**src/rtl/seg_pkg.sv**
```systemverilog
// Shared constants for the multiplexed 7-segment scanner.
//   DIGITS_DEFAULT  - default number of multiplexed digits
//   CLK_DIV_DEFAULT - default clock cycles per digit time slot
//   NIBBLE_W        - width of the hex code handed to the segment decoder
//   ANODE_OFF       - all-dark anode pattern (active-low), sliced to DIGITS
package seg_pkg;

    localparam int unsigned DIGITS_DEFAULT  = 8;
    localparam int unsigned CLK_DIV_DEFAULT = 50000;
    localparam int unsigned NIBBLE_W        = 4;
    localparam logic [7:0]  ANODE_OFF       = 8'hFF;

endpackage

```
**src/rtl/scan_tick.sv**
```systemverilog
// Slot-rate divider for the digit scanner.
//   clk   - clock, all state on rising edge
//   rst_n - asynchronous active-low reset, clears the counter
//   tick  - high for one cycle when the counter sits at CLK_DIV-1
module scan_tick #(
    parameter int unsigned CLK_DIV = 50000
) (
    input  logic clk,
    input  logic rst_n,
    output logic tick
);

    localparam int unsigned CW = (CLK_DIV > 1) ? $clog2(CLK_DIV) : 1;

    logic [CW-1:0] div_cnt_q;

    assign tick = (div_cnt_q == CW'(CLK_DIV - 1));

    always_ff @(posedge clk or negedge rst_n) begin
        if (!rst_n) begin
            div_cnt_q <= '0;
        end else if (tick) begin
            div_cnt_q <= '0;
        end else begin
            div_cnt_q <= div_cnt_q + 1'b1;
        end
    end

endmodule

```
**src/rtl/seg_scanner.sv**
```systemverilog
// Time-multiplexed hex display scanner.
//   clk         - clock, all state on rising edge
//   rst_n       - asynchronous active-low reset
//   value       - hex value to show, nibble i -> digit i (digit 0 rightmost)
//   load        - one-cycle strobe capturing value
//   digit_en    - per-digit enable, 0 keeps that digit dark
//   blank_lz    - 1 suppresses leading zeros (digit 0 always shown)
//   nibble      - hex code of the active digit for the segment decoder
//   anode_n     - active-low digit select, at most one bit low
//   frame_start - one-cycle pulse the cycle after digit 0 becomes active
module seg_scanner
    import seg_pkg::*;
#(
    parameter int unsigned CLK_DIV = CLK_DIV_DEFAULT,
    parameter int unsigned DIGITS  = DIGITS_DEFAULT
) (
    input  logic                  clk,
    input  logic                  rst_n,
    input  logic [4*DIGITS-1:0]   value,
    input  logic                  load,
    input  logic [DIGITS-1:0]     digit_en,
    input  logic                  blank_lz,
    output logic [NIBBLE_W-1:0]   nibble,
    output logic [DIGITS-1:0]     anode_n,
    output logic                  frame_start
);

    localparam int unsigned IW = $clog2(DIGITS);
    localparam logic [DIGITS-1:0] OFF = ANODE_OFF[DIGITS-1:0];

    logic                tick;
    logic                last_slot;
    logic                wrap;
    logic                wrap_q;
    logic [IW-1:0]       idx_q, idx_d;
    logic [4*DIGITS-1:0] shadow_q, shadow_d;
    logic [4*DIGITS-1:0] pending_q, pending_d;
    logic                pend_q, pend_d;
    logic                lz_zero;
    logic                blanked;
    logic [NIBBLE_W-1:0] nibble_d;
    logic [DIGITS-1:0]   anode_d;

    scan_tick #(
        .CLK_DIV (CLK_DIV)
    ) u_scan_tick (
        .clk   (clk),
        .rst_n (rst_n),
        .tick  (tick)
    );

    assign last_slot = (idx_q == IW'(DIGITS - 1));
    assign wrap      = tick && last_slot;

    always_comb begin
        idx_d     = idx_q;
        shadow_d  = shadow_q;
        pending_d = pending_q;
        pend_d    = pend_q;

        if (tick) begin
            idx_d = last_slot ? '0 : idx_q + 1'b1;
        end

        // At a frame wrap a coinciding load bypasses pending straight into shadow.
        if (wrap) begin
            if (load) begin
                shadow_d = value;
            end else if (pend_q) begin
                shadow_d = pending_q;
            end
            pend_d = 1'b0;
        end else if (load) begin
            pending_d = value;
            pend_d    = 1'b1;
        end
    end

    // Leading-zero scan from the top digit down, evaluated on the value the
    // new slot will display so a wrap-time update is blanked correctly.
    always_comb begin
        lz_zero = 1'b1;
        blanked = 1'b0;
        for (int i = DIGITS - 1; i >= 1; i--) begin
            lz_zero = lz_zero && (shadow_d[4*i +: 4] == 4'h0);
            if (IW'(i) == idx_d) begin
                blanked = blank_lz && lz_zero;
            end
        end
    end

    always_comb begin
        nibble_d = shadow_d[{idx_d, 2'b00} +: NIBBLE_W];
        anode_d  = OFF;
        if (digit_en[idx_d] && !blanked) begin
            anode_d[idx_d] = 1'b0;
        end
    end

    always_ff @(posedge clk or negedge rst_n) begin
        if (!rst_n) begin
            idx_q       <= IW'(DIGITS - 1);
            shadow_q    <= '0;
            pending_q   <= '0;
            pend_q      <= 1'b0;
            wrap_q      <= 1'b0;
            nibble      <= '0;
            anode_n     <= OFF;
            frame_start <= 1'b0;
        end else begin
            idx_q       <= idx_d;
            shadow_q    <= shadow_d;
            pending_q   <= pending_d;
            pend_q      <= pend_d;
            wrap_q      <= wrap;
            frame_start <= wrap_q;
            if (tick) begin
                nibble  <= nibble_d;
                anode_n <= anode_d;
            end
        end
    end

endmodule

```
**config.mk**
```make
export PLATFORM = sky130hd
export DESIGN_NAME = seg_scanner
export DESIGN_NICKNAME = d
export VERILOG_FILES = /design/src/rtl/seg_pkg.sv /design/src/rtl/scan_tick.sv /design/src/rtl/seg_scanner.sv
export SDC_FILE = /design/constraint.sdc
export NUM_CORES = 1
export LEC_CHECK = 0
export CORE_UTILIZATION = 57
export CTS_CLUSTER_SIZE = 16
export DETAILED_ROUTE_END_ITERATION = 16
export GPL_ROUTABILITY_DRIVEN = 0
export PLACE_DENSITY_LB_ADDON = 0.3
export REMOVE_ABC_BUFFERS = 1
export SLEW_MARGIN = 25
export SYNTH_ARGS = -nofsm -noshare
export SYNTH_HDL_FRONTEND = slang
export SYNTH_HIERARCHICAL = 1
export SYNTH_SLANG_ARGS = --single-unit
```
**constraint.sdc**
```tcl
create_clock -name clk -period 3.3 [get_ports clk]
set_clock_uncertainty 0.2 [all_clocks]
set_input_delay 0.33 -clock clk [delete_from_list [all_inputs] [get_ports clk]]
set_output_delay 0.33 -clock clk [all_outputs]
set_load 0.02 [all_outputs]
```
## Word level (Yosys, flattened, before mapping)

Index checks and enable logic that the tools add are counted.

| operators by class | value |
|---|---|
| eq/ne operators | 9 |
| $lt $le $gt $ge | 2 |
| reductions and logical operators | 26 |
| bitwise operators | 2 |
| $mul | 0 |
| shifts and indexed selects | 1 |
| div/mod/pow operators | 0 |
| multiplexer cells | 20 |
| add/subtract/negate cells | 2 |

Operators by type and width:

| cell | count |
|---|---|
| $mux W32 | 3 |
| $shiftx A32 B6 Y4 | 1 |
| $logic_not A4 Y1 | 7 |
| $add A16 B1 Y16 const B | 1 |
| $eq A16 B16 Y1 const B | 1 |
| $logic_and A1 B1 Y1 | 16 |
| $mux W16 | 1 |
| $eq A3 B3 Y1 const A | 4 |
| $mux W1 | 11 |
| $mux W8 | 1 |
| $not A8 Y8 | 1 |
| $eq A2 B3 Y1 const A | 2 |
| $mux W3 | 2 |
| $lt A3 B4 Y1 const B | 1 |
| $add A3 B1 Y3 const B | 1 |
| $bmux W1 S3 | 1 |
| $demux W1 S3 | 1 |
| $eq A1 B3 Y1 const A | 1 |
| $eq A3 B3 Y1 const B | 1 |
| $ge A3 B1 Y1 const B | 1 |
| $reduce_and A2 Y1 | 1 |
| $reduce_bool A2 Y1 | 1 |
| $logic_not A1 Y1 | 1 |
| $not A1 Y1 | 1 |

| storage, ports and cells | value |
|---|---|
| logic and storage cells | 71 |
| bits of input ports | 44 |
| output and inout bits | 13 |
| bits in read-only memories | 0 |
| bits in registers | 98 |
| memories kept | 0 |
| bits in writable memories | 0 |
| bits in latches | 0 |

## Longest topological paths before layout

Gate-level depths: netlist of the first run.

| depth | value |
|---|---|
| word-level depth | 15 |
| gate-level depth with buffers | 14 |
| gate-level depth less buffers | 11 |

## Modules after synthesis

The synthesis of the first run kept the hierarchy.

By module, submodules not included:

| module | seq. area each (um2) | cells an instance | area each (um2) | instances |
|---|---|---|---|---|
| seg_scanner | 2065.7 | 478 | 4700.8 | 1 |
| scan_tick | 400.4 | 67 | 762.0 | 1 |

## Worst setup path before layout of the first run

Ideal clock, no wire load.

| timing | value |
|---|---|
| kind | register to register |
| from | reg u_scan_tick.div_cnt_q[0] |
| to | reg anode_n[3] |
| cell stages (with the launch flop) | 13 |
| data required time | 2.996 ns |
| arrival time | 2.666 ns |
| setup slack | 0.330 ns |
| clock period less this slack | 2.970 ns |
| path buffers | 3 |
| setup time | 0.104 ns |
| path through | dfrtp_1 ha_1 and3_1 buf_2 and4_1 buf_6 buf_2 mux2_4 nor2b_1 a221oi_1 nor4_2 a41oi_1 a41oi_1 |

| on the way | value |
|---|---|
| elaborated cells on any way between the ends | 49 |
| classes of those cells | order compare (2); eq/ne (8); mux (14); bitwise (1); reduce/logical (24) |

RTL lines:

| element | RTL line | text |
|---|---|---|
| start, declared | scan_tick.sv:15 | `logic [CW-1:0] div_cnt_q;` |
| start signal, assigned | scan_tick.sv:25 | `div_cnt_q <= div_cnt_q + 1'b1;` |
| $eq A16 B16 Y1 (*) | scan_tick.sv:17 | `assign tick = (div_cnt_q == CW'(CLK_DIV - 1));` |
| via tick | seg_scanner.sv:31 | `logic tick;` |
| $mux W3 (*) | seg_scanner.sv:61 | `if (tick) begin` |
| via idx_d[2] | seg_scanner.sv:35 | `logic [IW-1:0] idx_q, idx_d;` |
| $eq A3 B3 Y1 | seg_scanner.sv:86 | `if (IW'(i) == idx_d) begin` |
| $mux W1 (7 in a row) | seg_scanner.sv:86 |  |
| $logic_not A1 Y1 | seg_scanner.sv:95 | `if (digit_en[idx_d] && !blanked) begin` |
| $logic_and A1 B1 Y1 | seg_scanner.sv:95 |  |
| $mux W8 (*) | seg_scanner.sv:95 |  |
| end signal, assigned | seg_scanner.sv:119 | `anode_n <= anode_d;` |
| end, declared | seg_scanner.sv:24 | `output logic [DIGITS-1:0] anode_n,` |

The timed path passes the listed nets; every way through them passes the cells marked *. The select of a mux whose other input is x is not followed.
A chain may end at the register's enable or synchronous reset.

## Final worst setup path of the first run

| timing | value |
|---|---|
| from | reg idx_q[0] |
| to | reg anode_n[6] |

| on the way | value |
|---|---|
| cells in the longest elaborated chain, start to end | 15 |
| elaborated cells on any way between the ends | 51 |
| classes of those cells | add/sub (1); order compare (2); eq/ne (8); mux (15); bitwise (1); reduce/logical (24) |

RTL lines:

| element | RTL line | text |
|---|---|---|
| start, declared | seg_scanner.sv:35 |  |
| start signal, assigned | seg_scanner.sv:102 | `idx_q <= IW'(DIGITS - 1);` |
| start signal, assigned | seg_scanner.sv:111 | `idx_q <= idx_d;` |
| branches (longest 14 deep; another with $add A3 B1 Y3) | -- |  |
| $mux W8 (*) | seg_scanner.sv:95 |  |

Every way passes the cells marked *. The select of a mux whose other input is x is not followed.

==> flow_metrics.py, run 1 <==
metrics = {
    "power_and_ir_drop": {
        "ir_drop_uv": 248.8,
        "p_leak_uw": 0.002767,
        "power_density_nw_per_um2": 368.9,
    },
    "cts": {
        "clk_pin_slew_worst_paths_ps": 100,
        "clk_latency_ps": 370,
        "h-tree-depth": 3,
        "clock-sinks": 98,
        "cts_max_path_buffers": 2,
        "cts_setup_buffers": 0,
        "cts_tree": "yes",
        "cts-root-buf": "clkbuf_8",
        "cts_buffers": 9,
    },
    "synthesis": {
        "synth-simple-area-share_pct": 19.22,
        "synth-seq-cells": 98,
        "avgSynthCellArea_um2": 10.02,
        "synth_flop_cell": "dfrtp_1",
        "synth_xor_area_share_pct": 1.924,
        "synth_cell_types": 80,
        "syn_inst": 545,
        "synthMuxAreaShare_pct": 7.673,
        "synth_top_family_by_area": "compound AO/OA/AOI/OAI gates",
        "synth_fa_ha_area_share_pct": 0.9162,
        "synth_edf_count": 0,
        "ys_async_sr_fraction_pct": 100.0,
        "yosysWarningCount": 6,
        "synth.yosys.seq_area_share_pct": 45.14,
        "synth_compound_area_share_pct": 20.36,
        "synth.cell_area_um2": 5463,
    },
    "sta": {
        "finalSetupViolCount": 0,
        "tightest_slew_ps": 728.4,
        "fin_tns_setup_ps": 0,
        "drv_slew": 0,
        "period_minus_slack_ps": 3145,
        "max_freq_mhz": 317.9,
        "hold_slack_ps": 170.8,
        "final_hold_viol_count": 0,
        "relSlewSlack_pct": 51.44,
        "finalCritPeriodShare_pct": 95.32,
    },
    "grt": {
        "overflow": 0,
        "grt_pass1_vias": 4954,
        "grt_first_pass_wirelength_um": 24420,
        "grt_max_degree": 59,
        "antenna_found_initial": 0,
        "grt_use_total_pct": 31.47,
    },
    "routing": {
        "num_vias": 4983,
        "viasPerCell": 6.698,
        "dr.pass1.iters": 6,
        "ant_nets": 0,
        "wl_um": 15000,
        "wl_per_cell_um": 20.16,
        "post-route-drc-count": 0,
        "dr.first_iter.drc_count": 446,
    },
    "setup_path": {
        "cp.arrival_ps": 3240,
        "cp-start-kind": "register",
        "required_ps": 3390,
        "timing.rr.start": "idx_q[0]$_DFF_PN1_",
        "crit_slowest_cell": "dfstp_2",
        "worstRegToRegCells": 9,
        "critPathCaptureType": "register",
        "worstPathCellList": "ha_1 > ha_1 > buf_4 > nand3b_1 > o32ai_1 > o32ai_1 > nor4_1 > o211ai_1 > a31oi_1",
        "critPathKind": "register to register",
        "cp_max_fo": 17,
        "reg2reg_slack_ps": 150,
        "regToRegEndpoint": "anode_n[6]$_DFFE_PN1P_",
        "slowest_delay_ps": 660,
    },
    "final_layout": {
        "diodes": 0,
        "drive_gt1_share_pct": 20.98,
        "final_cell_area_um2": 6520,
        "final_common_cell": "dfrtp_1",
        "fin_nets": 658,
        "post-route-util_pct": 70.56,
        "final_cell_mix": "dfrtp_1 (87), clkdlybuf4s50_1 (55), buf_4 (36), nor2_1 (35), mux2_2 (33)",
        "area_growth_pct": 19.35,
        "fin_cells": 744,
    },
    "placed_design": {
        "portBuffers": 56,
        "dpl_cell_area_um2": 6251,
        "placedCellCount": 727,
        "dp_hpwl_um": 10770,
    },
    "outcome": {
        "status": "completed",
    },
    "min_path": {
        "hold_depth": 0,
        "hold_path_class": "register to register",
        "holdPathEnd": "frame_start$_DFF_PN0_",
        "holdCritStartpoint": "wrap_q$_DFF_PN0_",
    },
    "floorplan": {
        "rows": 35,
        "die-area_um2": 9979,
        "die_h_um": 99.90,
        "start_util_pct": 59.12,
        "core_um2": 9240,
        "ios": 57,
        "die_w_um": 99.90,
    },
    "job": {
        "max_cap_viol_count": 0,
    },
}
synth_stat cells, drive strengths merged, types with 9 or more instances:
library cell	instances	area, um2
dfrtp	87	2177
nand4	11	68.82
nand3	10	55.05
nor2	37	141.4
o211ai	11	82.58
inv	17	63.81
nand2	28	105.1
o21ai	22	110.1
dfstp	11	289.0
nor4	9	62.56
a21oi	29	145.1
o22ai	31	193.9
nand2b	24	150.1
buf	31	170.2
mux2	34	386.6
power breakdown:
group	internal [uW]	switching, uW
sequential	1240	30.7
combinational	117	102
clock	473	440
worst max-delay path by stage:
stage                     cells past startpoint  slack [ps]                                start                        to
after floorplan                               7       -1360   u_scan_tick/div_cnt_q[0]$_DFF_PN0_  pending_q[0]$_DFFE_PN0P_
after global placement                       10         230  u_scan_tick/div_cnt_q[11]$_DFF_PN0_    anode_n[3]$_DFFE_PN1P_
after detailed placement                      9         110  u_scan_tick/div_cnt_q[11]$_DFF_PN0_    anode_n[3]$_DFFE_PN1P_
after CTS                                     9         100  u_scan_tick/div_cnt_q[11]$_DFF_PN0_    anode_n[3]$_DFFE_PN1P_
after global routing                         11          -6  u_scan_tick/div_cnt_q[11]$_DFF_PN0_    anode_n[1]$_DFFE_PN1P_
final                                         9         150                   idx_q[0]$_DFF_PN1_    anode_n[6]$_DFFE_PN1P_
metal layers:
metal,vias to the layer above,part of all wire [%],track usage [%]
met1,2436,41,41.81
li1,2199,-,-
met2,278,47,50.61
met3,70,7.0,4.526
met5,-,0,0
met4,0,5.3,16.06
timing repair:
action / CTS / global route
hold endpoints to repair: 46 / 0
resized for setup: 0 / 5
endpoints found under the setup margin: 0 / 8
hold buffers: 1 / 0
registers in the layout, indices dropped and copies added, names as in the netlist:
signal                 flops
pend_q                     1
wrap_q                     1
idx_q                      3
frame_start                1
pending_q                 32
nibble                     4
u_scan_tick/div_cnt_q     16
anode_n                    8
shadow_q                  32
cell type report:
| type | instances | area (um2) |
|---|---|---|
| Inverter | 17 | 65.06 |
| Fill cell | 718 | 2720 |
| Clock inverter | 5 | 85.08 |
| Tap cell | 129 | 161.4 |
| Multi-Input combinational cell | 392 | 2760 |
| Timing Repair Buffer | 92 | 830.8 |
| Sequential cell | 98 | 2466 |
| Clock buffer | 11 | 151.4 |
through the flow:
stage,setup WS (ps),power [uW]
after floorplan,-1360,1378
after global placement,225.2,1504
after detailed placement,105.0,1512
after CTS,103.6,2394
after global routing,-5.725,2474
final,154.5,2405
cells by family (layout without fill, tap and decap cells):
kind of cell             Yosys count  after routing
AO/OA/AOI/OAI                    161            161
XOR/XNOR                          12             12
adder cells (fa/ha/maj)            4              4
buffers and inverters             55            125
flip-flops                        98             98
multiplexers                      36             36
AND/OR/NAND/NOR                  179            179
critical path: cells and delay by family (launching register included):
kind,cells,cell delay [ps]
simple gates,2,630
fa+ha+maj,2,400
buf+inv,1,260
flops,1,660
compound gates,4,930
Note: power is estimated with default switching activity, not from simulation.
==> run 2: changes to the inputs <==
--- a/config.mk
+++ b/config.mk
@@ -9,7 +9,9 @@
 export CTS_CLUSTER_SIZE = 16
 export DETAILED_ROUTE_END_ITERATION = 16
 export GPL_ROUTABILITY_DRIVEN = 0
+export GPL_TIMING_DRIVEN = 0
 export PLACE_DENSITY_LB_ADDON = 0.3
+export RECOVER_POWER = 50
 export REMOVE_ABC_BUFFERS = 1
 export SLEW_MARGIN = 25
 export SYNTH_ARGS = -nofsm -noshare
==> flow_metrics.py, run 2 (same netlist as run 1, synthesis figures left out) <==
metrics = {
    "outcome": {
        "status": "finished with violations",
        "violations": "max-capacitance violations, max-slew violations",
    },
    "job": {
        "max_cap_viol_count": 1,
    },
    "sta": {
        "finalSetupViolCount": 0,
        "fin_tns_setup_ps": 0,
        "relSlewSlack_pct": -27.97,
        "drv_slew": 41,
        "max_freq_mhz": 312.1,
        "grt_setup_unrepaired": "no",
        "tightest_slew_ps": 1920,
        "finalCritPeriodShare_pct": 97.10,
        "final_hold_viol_count": 0,
        "period_minus_slack_ps": 3204,
    },
    "placed_design": {
        "dp_hpwl_um": 9578,
        "placedCellCount": 697,
        "portBuffers": 56,
    },
    "setup_path": {
        "crit_slowest_cell": "o32ai_2",
        "crit_family": "compound AO/OA/AOI/OAI gates",
        "cp_max_fo": 20,
        "crit_top_cell": "a41oi_2",
        "crit_buf_inv": 1,
        "required_ps": 3380,
        "worstPathCellList": "ha_1 > and3_2 > and4_4 > buf_12 > o211a_1 > nor3_1 > o32ai_2 > nor4_4 > a41oi_2 > a41oi_2",
        "slowest_delay_ps": 500,
        "cp.arrival_ps": 3290,
        "critPathKind": "register to register",
        "cp-start-kind": "register",
        "critPathCaptureType": "register",
    },
    "floorplan": {
        "rows": 35,
        "start_util_pct": 59.12,
        "die_h_um": 99.90,
        "ios": 57,
        "die-area_um2": 9979,
        "die_w_um": 99.90,
        "core_um2": 9240,
    },
    "routing": {
        "wl_met2_um": 7450,
        "wl_um": 15340,
        "wl_met3_um": 1332,
        "wl_per_cell_um": 21.18,
        "dr.pass1.iters": 6,
        "post-route-drc-count": 0,
        "num_vias": 5027,
        "routed.top_layer": "met4",
        "viasPerCell": 6.943,
        "dr.first_iter.drc_count": 578,
        "met1Wirelength_um": 6049,
        "ant_nets": 0,
    },
    "final_layout": {
        "area_growth_pct": 21.69,
        "fillers": 662,
        "fin_cells": 724,
        "fin_nets": 638,
        "final_cell_mix": "dfrtp_1 (86), clkdlybuf4s50_1 (54), nor2_1 (35), mux2_2 (33), o22ai_1 (31)",
        "drive_gt1_share_pct": 20.00,
        "diodes": 0,
        "largestRegisters": "pending_q (32), shadow_q (32), u_scan_tick/div_cnt_q (16)",
        "final_common_cell": "dfrtp_1",
    },
    "grt": {
        "overflow": 0,
        "grt_max_degree": 59,
        "antenna_found_initial": 0,
        "grt_first_pass_wirelength_um": 24080,
        "grt_use_total_pct": 31.24,
        "grt_pass1_vias": 4796,
    },
    "power_and_ir_drop": {
        "p_leak_uw": 0.002762,
        "power_density_nw_per_um2": 371.0,
        "ir_drop_uv": 361.8,
    },
    "cts": {
        "cts-root-buf": "clkbuf_8",
        "clk_pin_slew_worst_paths_ps": 100,
        "cts_max_path_buffers": 2,
        "clock-sinks": 98,
        "cts_tree": "yes",
        "h-tree-depth": 3,
        "clk_latency_ps": 380,
        "cts_buffers": 9,
    },
    "min_path": {
        "hold_path_class": "register to register",
    },
}
run 2: worst register-to-register path, cell delays in order (launching register included):
cell and delay [ps]:
dfrtp_1 400, ha_1 190, and3_2 250, and4_4 300, buf_12 190, o211a_1 370
nor3_1 100, o32ai_2 500, nor4_4 100, a41oi_2 330, a41oi_2 170
run 2: per-stage QoR:
stage | instance area (um2) | power [uW] | hold WS [ps] | worst slack [ps] | util, %
finish | 6648 | 2467 | 157.4 | 95.70 | 71.94
global route | 6648 | 2537 | 165.1 | 2.192 | 71.94
CTS | 6555 | 2473 | 160.4 | 15.27 | 70.94
detailed placement | 6127 | 1513 | 73.86 | -1384 | 66.31
global placement | 5988 | 1493 | 131.5 | -3182 | 64.81
floorplan | 5266 | 1378 | -165.6 | -1360 | -
run 2: per-layer routing:
metal | track usage [%] | vias to the layer above
li1 | - | 2174
met1 | 40.56 | 2488
met2 | 50.61 | 319
met3 | 6.058 | 46
met4 | 14.82 | 0
met5 | 0 | -
run 2: cell type report:
type	count	area [um2]	share of cell area [%]
clock inverter	6	113.9	1.713
tap	129	161.4	2.428
clock buffer	10	137.6	2.070
timing repair buffer	69	770.7	11.59
inverter	17	82.58	1.242
sequential	98	2467	37.12
timing repair inverter	1	8.758	0.1318
multi-input combinational	394	2905	43.70
run 2: worst paths after layout:
kind / to / slack [ps] / startpoint / depth (start not counted)
setup / recovery: anode_n[3]$_DFFE_PN1P_ / 100 / u_scan_tick/div_cnt_q[0]$_DFF_PN0_ / 10
hold / removal: frame_start$_DFF_PN0_ / 160 / wrap_q$_DFF_PN0_ / 0
setup reg to reg: anode_n[3]$_DFFE_PN1P_ / 100 / u_scan_tick/div_cnt_q[0]$_DFF_PN0_ / 10
hold reg to reg: frame_start$_DFF_PN0_ / 160 / wrap_q$_DFF_PN0_ / 0
max in group asynchronous: pend_q$_DFFE_PN0P_ / 690 / rst_n / 2
min in group asynchronous: pending_q[27]$_DFFE_PN0P_ / 950 / rst_n / 2
run 2: report_power, final:
group | internal, uW | switching [uW]
sequential | 1240 | 30.0
clock | 525 | 444
combinational | 121 | 104
run 2: timing repair:
action	in CTS	in global routing
setup buffers	5	1
pin swaps	5	2
gates cloned	3	1
endpoints found under the hold margin	40	0
hold buffers	1	0
setup endpoints to repair	73	11
resized for setup	19	10
